## config.mk

```make
export PLATFORM = sky130hd
export DESIGN_NAME = pe_packet_engine
export DESIGN_NICKNAME = d
export VERILOG_FILES = /design/src/rtl/pe_packet_engine.sv
export SDC_FILE = /design/constraint.sdc
export NUM_CORES = 1
export LEC_CHECK = 0
export ABC_AREA = 0
export CAP_MARGIN = 20
export CORE_MARGIN = 8
export CORE_UTILIZATION = 45
export CTS_BUF_LIST = sky130_fd_sc_hd__clkbuf_2 sky130_fd_sc_hd__clkbuf_4 sky130_fd_sc_hd__clkbuf_8
export CTS_CLUSTER_DIAMETER = 200
export DETAILED_ROUTE_END_ITERATION = 12
export PLACE_DENSITY = 0.84
export RECOVER_POWER = 25
export SLEW_MARGIN = 20
export SYNTH_ARGS = -nofsm -noshare
export SYNTH_HDL_FRONTEND = slang
export SYNTH_SLANG_ARGS = --single-unit
```

## constraint.sdc

```tcl
create_clock -name clk -period 2.47 [get_ports clk]
set_input_delay 0.494 -clock clk [delete_from_list [all_inputs] [get_ports clk]]
set_output_delay 0.494 -clock clk [all_outputs]
set_load 0.01 [all_outputs]
```

## src/rtl/pe_packet_engine.sv

```systemverilog
// Packet engine: interleaves polled transmits and receives against a 4-register NIC until the requested counts are done.
// Latency: one NIC register access per cycle; a run of N tx and M rx takes at least 2*N + 2*M + 2 cycles after start.
// Backpressure: writes stall while the NIC output status reads full; reads happen only while input status reports data.
//
// Ports:
//   clk, reset           single clock, synchronous active-high reset
//   start                run request, ignored while busy
//   num_pkts, rx_expect  packets to send / receive, latched on an accepted start
//   hdr                  upper 32 bits of every transmitted packet, latched on an accepted start
//   addr, nicEn, nicEnWR NIC register select, access enable, write enable (registered, state-decoded)
//   d_in                 NIC write data {hdr, 24'b0, sequence}
//   d_out                NIC read data, combinational for the current access
//   busy, done           run in progress / one-cycle completion pulse
//   rx_count, rx_last    packets read this run / last packet read
//   err_count            receive sequence errors, saturating
//
// Build option: define PE_RX_CHECK_EN to compare the low word of each received
// packet against its expected sequence number and count mismatches.
module pe_packet_engine #(
    parameter int PACKET_WIDTH = 64
) (
    input  logic                    clk,
    input  logic                    reset,
    input  logic                    start,
    input  logic [7:0]              num_pkts,
    input  logic [7:0]              rx_expect,
    input  logic [31:0]             hdr,
    output logic [1:0]              addr,
    output logic [PACKET_WIDTH-1:0] d_in,
    input  logic [PACKET_WIDTH-1:0] d_out,
    output logic                    nicEn,
    output logic                    nicEnWR,
    output logic                    busy,
    output logic                    done,
    output logic [7:0]              rx_count,
    output logic [PACKET_WIDTH-1:0] rx_last,
    output logic [7:0]              err_count
);

    // NIC register map
    localparam logic [1:0] NIC_IN_BUF  = 2'd0;
    localparam logic [1:0] NIC_IN_STAT = 2'd1;
    localparam logic [1:0] NIC_OUT_BUF = 2'd2;
    localparam logic [1:0] NIC_OUT_STAT = 2'd3;

    typedef enum logic [2:0] {
        IDLE,
        TX_POLL,
        TX_WR,
        RX_POLL,
        RX_RD,
        DONE
    } state_t;

    state_t                  state_q, state_d;
    logic [7:0]              sent_q;
    logic [7:0]              num_pkts_q;
    logic [7:0]              rx_expect_q;
    logic [7:0]              rx_count_q;
    logic [31:0]             hdr_q;
    logic [PACKET_WIDTH-1:0] rx_last_q;

    // Registered NIC-side outputs and their next values
    logic [1:0]              addr_q, addr_d;
    logic                    nic_en_q, nic_en_d;
    logic                    nic_wr_q, nic_wr_d;
    logic [PACKET_WIDTH-1:0] d_in_q, d_in_d;
    logic                    busy_q, done_q;

    logic tx_all_sent;
    logic rx_all_read;
    logic status_bit;
    // Once every packet is sent, a return to the tx side is redirected to rx polling
    state_t tx_or_rx;

    assign tx_all_sent = (sent_q == num_pkts_q);
    assign rx_all_read = (rx_count_q == rx_expect_q);
    assign status_bit  = d_out[0];
    assign tx_or_rx    = tx_all_sent ? RX_POLL : TX_POLL;

`ifdef PE_RX_CHECK_EN
    logic [7:0] err_count_q;
    logic       rx_seq_bad;

    // Sequence number carried in the low word is checked against the pre-increment count
    assign rx_seq_bad = (d_out[31:0] != {24'h0, rx_count_q});
    assign err_count  = err_count_q;
`else
    assign err_count  = 8'd0;
`endif

    // Next-state logic
    always_comb begin
        state_d = state_q;
        case (state_q)
            IDLE: begin
                if (start) begin
                    if (num_pkts == 8'd0 && rx_expect == 8'd0) begin
                        state_d = DONE;
                    end else if (num_pkts == 8'd0) begin
                        // sent is cleared on start, so nothing to send means go straight to rx
                        state_d = RX_POLL;
                    end else begin
                        state_d = TX_POLL;
                    end
                end
            end
            TX_POLL: state_d = status_bit ? RX_POLL : TX_WR;
            TX_WR:   state_d = RX_POLL;
            RX_POLL: begin
                if (status_bit && (rx_count_q < rx_expect_q)) begin
                    state_d = RX_RD;
                end else if (tx_all_sent && rx_all_read) begin
                    state_d = DONE;
                end else begin
                    state_d = tx_or_rx;
                end
            end
            RX_RD:   state_d = tx_or_rx;
            DONE:    state_d = IDLE;
            default: state_d = IDLE;
        endcase
    end

    // NIC outputs decoded from the state being entered, so the registered
    // outputs always match the decode of the current state.
    always_comb begin
        addr_d   = NIC_IN_BUF;
        nic_en_d = 1'b0;
        nic_wr_d = 1'b0;
        d_in_d   = '0;
        case (state_d)
            TX_POLL: begin
                addr_d   = NIC_OUT_STAT;
                nic_en_d = 1'b1;
            end
            TX_WR: begin
                // TX_WR is only entered from TX_POLL, so hdr_q and sent_q are settled
                addr_d   = NIC_OUT_BUF;
                nic_en_d = 1'b1;
                nic_wr_d = 1'b1;
                d_in_d   = {hdr_q, 24'h0, sent_q};
            end
            RX_POLL: begin
                addr_d   = NIC_IN_STAT;
                nic_en_d = 1'b1;
            end
            RX_RD: begin
                addr_d   = NIC_IN_BUF;
                nic_en_d = 1'b1;
            end
            default: begin
                addr_d   = NIC_IN_BUF;
                nic_en_d = 1'b0;
            end
        endcase
    end

    always_ff @(posedge clk) begin
        if (reset) begin
            state_q     <= IDLE;
            sent_q      <= 8'd0;
            num_pkts_q  <= 8'd0;
            rx_expect_q <= 8'd0;
            rx_count_q  <= 8'd0;
            hdr_q       <= 32'd0;
            rx_last_q   <= '0;
            addr_q      <= NIC_IN_BUF;
            nic_en_q    <= 1'b0;
            nic_wr_q    <= 1'b0;
            d_in_q      <= '0;
            busy_q      <= 1'b0;
            done_q      <= 1'b0;
`ifdef PE_RX_CHECK_EN
            err_count_q <= 8'd0;
`endif
        end else begin
            state_q  <= state_d;
            addr_q   <= addr_d;
            nic_en_q <= nic_en_d;
            nic_wr_q <= nic_wr_d;
            d_in_q   <= d_in_d;
            busy_q   <= (state_d != IDLE);
            done_q   <= (state_d == DONE);

            case (state_q)
                IDLE: begin
                    if (start) begin
                        num_pkts_q  <= num_pkts;
                        rx_expect_q <= rx_expect;
                        hdr_q       <= hdr;
                        sent_q      <= 8'd0;
                        rx_count_q  <= 8'd0;
`ifdef PE_RX_CHECK_EN
                        err_count_q <= 8'd0;
`endif
                    end
                end
                TX_WR: begin
                    sent_q <= sent_q + 8'd1;
                end
                RX_RD: begin
                    rx_last_q  <= d_out;
                    rx_count_q <= rx_count_q + 8'd1;
`ifdef PE_RX_CHECK_EN
                    if (rx_seq_bad && (err_count_q != 8'hFF)) begin
                        err_count_q <= err_count_q + 8'd1;
                    end
`endif
                end
                default: begin
                end
            endcase
        end
    end

    assign addr     = addr_q;
    assign nicEn    = nic_en_q;
    assign nicEnWR  = nic_wr_q;
    assign d_in     = d_in_q;
    assign busy     = busy_q;
    assign done     = done_q;
    assign rx_count = rx_count_q;
    assign rx_last  = rx_last_q;

endmodule
```

==> impl_metrics.json <==
{
  "cts_resized": 0,
  "gr-total-overflow": 0,
  "cts_sinks": 177,
  "status": "complete, no violations",
  "antenna_found_initial": 0,
  "cts_setup_buffers": 0,
  "core-area_sq_um": 14500,
  "finalCritPeriodShare_pct": 88.2,
  "initial_utilization_pct": 46.0,
  "cp_data_required_time_ns": 2.84,
  "p_per_area_nw_per_um2": 658,
  "synth_cell_type_count": 44,
  "grt_use_total_pct": 19.3,
  "maxSlewViolCount": 0,
  "n_fill_cell": 1179,
  "final_antenna_net_count": 0,
  "crit_path_start_kind": "register",
  "synth_most_common_cell": "nand2_1",
  "synth.top_cell.area_share_pct": 53.2,
  "setup_viol": 0,
  "max_freq_mhz": 459,
  "rsz0062_at_grt": "no",
  "vias_per_cell": 4.88,
  "finalWeightedCongestion": 0.793,
  "fin_cells": 1216,
  "p_comb_share_pct": 17.4,
  "fp.dieW_um": 138,
  "syn_area_per_cell_sq_um": 8.34,
  "synth_area_sq_um": 6660,
  "switching_share_pct": 29.6,
  "htreeDepth": 4,
  "vdd_drop_max_mv": 0.421,
  "die_h_um": 138,
  "grt_pass1_wl_um": 28700,
  "synth_seq_cells": 177,
  "clkLatencyLatePin_ns": 0.47,
  "synth_flop_cell": "dfxtp_1",
  "post-place-ws_ns": -0.124,
  "p_int_w": 0.00439,
  "synth_area_leaders": "dfxtp_1 53%, nand2_1 13%, a21oi_1 9.5%",
  "ios": 265,
  "whs_ns": 0.411,
  "synth_edf_count": 0,
  "routedWlPerCell_um": 15.4,
  "syn2layout_area_growth_pct": 42.5,
  "worstPathMaxFanout": 41,
  "leakage_nw": 3.56,
  "clkTransAtPathRegs_ns": 0.10,
  "tightest_slew_ns": 0.649,
  "synth.yosys.warnings": 0,
  "cts-buffers-inserted": 17,
  "fin_tns_setup_ns": 0,
  "yosysSeqAreaShare_pct": 53.2,
  "worst-setup-path-type": "reg -> reg",
  "num_rows": 44,
  "hold_violations": 0,
  "io_buffers": 232,
  "grt_max_degree": 76,
  "hpwl_um": 13600,
  "drt_iter0_drc": 306,
  "wl_um": 18700,
  "syn_inst": 799,
  "synth-async-reset-ratio_pct": 0,
  "crit_path_end_kind": "register",
  "relSlewSlack_pct": 56.7,
  "hold_buffers": 0,
  "num_vias": 5932,
  "cts_tree": "done",
  "grt_pass1_vias": 5821,
  "min_path_type": "in -> reg",
  "route.detailed.drc": 0,
  "power.switching_w": 0.00185,
  "fin_util_pct": 65.6,
  "clkPwrFrac_pct": 32.9,
  "firstDrtPassIters": 5,
  "cts_root_buf": "clkbuf_8",
  "cts_buffer_depth": 2,
  "crit_arrival_ns": 2.54,
  "final_nets": 1144,
  "seqPwrFrac_pct": 49.7,
  "drive_gt1_share_pct": 6.40,
  "fin_crit_ns": 2.18,
  "skew_ns": 0.0148,
  "die_area_sq_um": 19000,
  "fin_ws_ns": 0.292,
  "n_antenna_cell": 0,
  "maxCapViolations": 0,
  "yosys.area.top_type": "dfxtp_1",
  "synthTopCellsByCount": "237 x nand2_1, 177 x dfxtp_1, 126 x a21oi_1",
  "dp.cells": 1184
}
## final cells by class
cell class | count | area [sq um] | share of cell area [%]
sequential | 177 | 3540 | 37.3
multi-input combinational | 556 | 2720 | 28.7
timing repair buffer | 255 | 2530 | 26.6
clock buffer | 17 | 234 | 2.46
tap | 184 | 230 | 2.42
clock inverter | 15 | 194 | 2.04
inverter | 12 | 45.0 | 0.474
## critical path: stages, from the launching register on
cell	delay, ns
dfxtp_1	0.34
inv_1	0.05
ha_1	0.30
a21oi_1	0.17
o2111ai_1	0.16
or2_2	0.32
o2bb2ai_1	0.28
nor4b_4	0.10
buf_12	0.18
and2_1	0.17
## placed cells by master (no fill, tap or decap), types with 4 or more instances in the layout
cell type        count
xnor2_1              8
inv_1               12
buf_4               21
nand2_1            238
dfxtp_1            177
dlygate4sd3_1       29
ha_1                10
clkdlybuf4s50_1    202
nor3_1               4
nand3_1              9
o21ai_0              6
and2_1              41
a21oi_1            126
conb_1              32
a311oi_1             5
nand4_1              6
clkbuf_8            17
nor2_1              29
inv_8                5
clkinv_8             4
nor4_1               6
## sequential cells by signal (all words and copies together) (netlist names)
signal	count
nicEn	1
done	1
num_pkts_q	8
addr	2
nicEnWR	1
d_in	40
rx_last	64
busy	1
rx_expect_q	8
hdr_q	32
state_q	3
sent_q	8
rx_count	8
## stage by stage
| stage | power [W] | cell area, sq um |
|---|---|---|
| 6_report | 0.00625 | 9500 |
| 4_1_cts | 0.00633 | 9520 |
| 3_3_place_gp | 0.00425 | 9090 |
| 2_1_floorplan | 0.00381 | 6780 |
| 3_5_place_dp | 0.00428 | 9090 |
| 5_1_grt | 0.00656 | 9500 |
## path summary, 6_finish.rpt
check	from	to	slack, ns	cells past startpoint
setup reg to reg	rx_expect_q[6]$_SDFFE_PP0P_	d_in[59]$_SDFF_PP0_	0.29	9
hold / removal	reset	sent_q[7]$_SDFFE_PP0P_	0.41	2
setup / recovery	rx_expect_q[6]$_SDFFE_PP0P_	d_in[59]$_SDFF_PP0_	0.29	9
hold reg to reg	hdr_q[1]$_SDFFE_PP0P_	hdr_q[1]$_SDFFE_PP0P_	0.45	2
## power groups by stage
stage | Combinational (W) | Sequential, W | Clock, W
5_1_grt | 0.00120 | 0.00313 | 0.00223
3_5_place_dp | 0.00110 | 0.00318 | 0
4_1_cts | 0.00111 | 0.00311 | 0.00211
2_1_floorplan | 0.000638 | 0.00317 | 0
6_report | 0.00109 | 0.00310 | 0.00205
3_3_place_gp | 0.00108 | 0.00317 | 0
## metal layers
metal	part of all wire, %	track usage, %
met5	0	0
met4	1.5	5.91
met3	9.0	7.66
met2	51	32.9
met1	39	21.8
## cell families after synthesis
family	Yosys count	share of synthesized area (%)
AOI/OAI and AO/OA	150	12.2
buffers and inverters	97	7.47
and+or+nand+nor	354	23.9
adders and majority gates	10	1.88
DFF	177	53.2
muxes	2	0.319
xor gates and xnor gates	8	1.05
other	1	0.0563
Power figures use the tool's default switching activity.
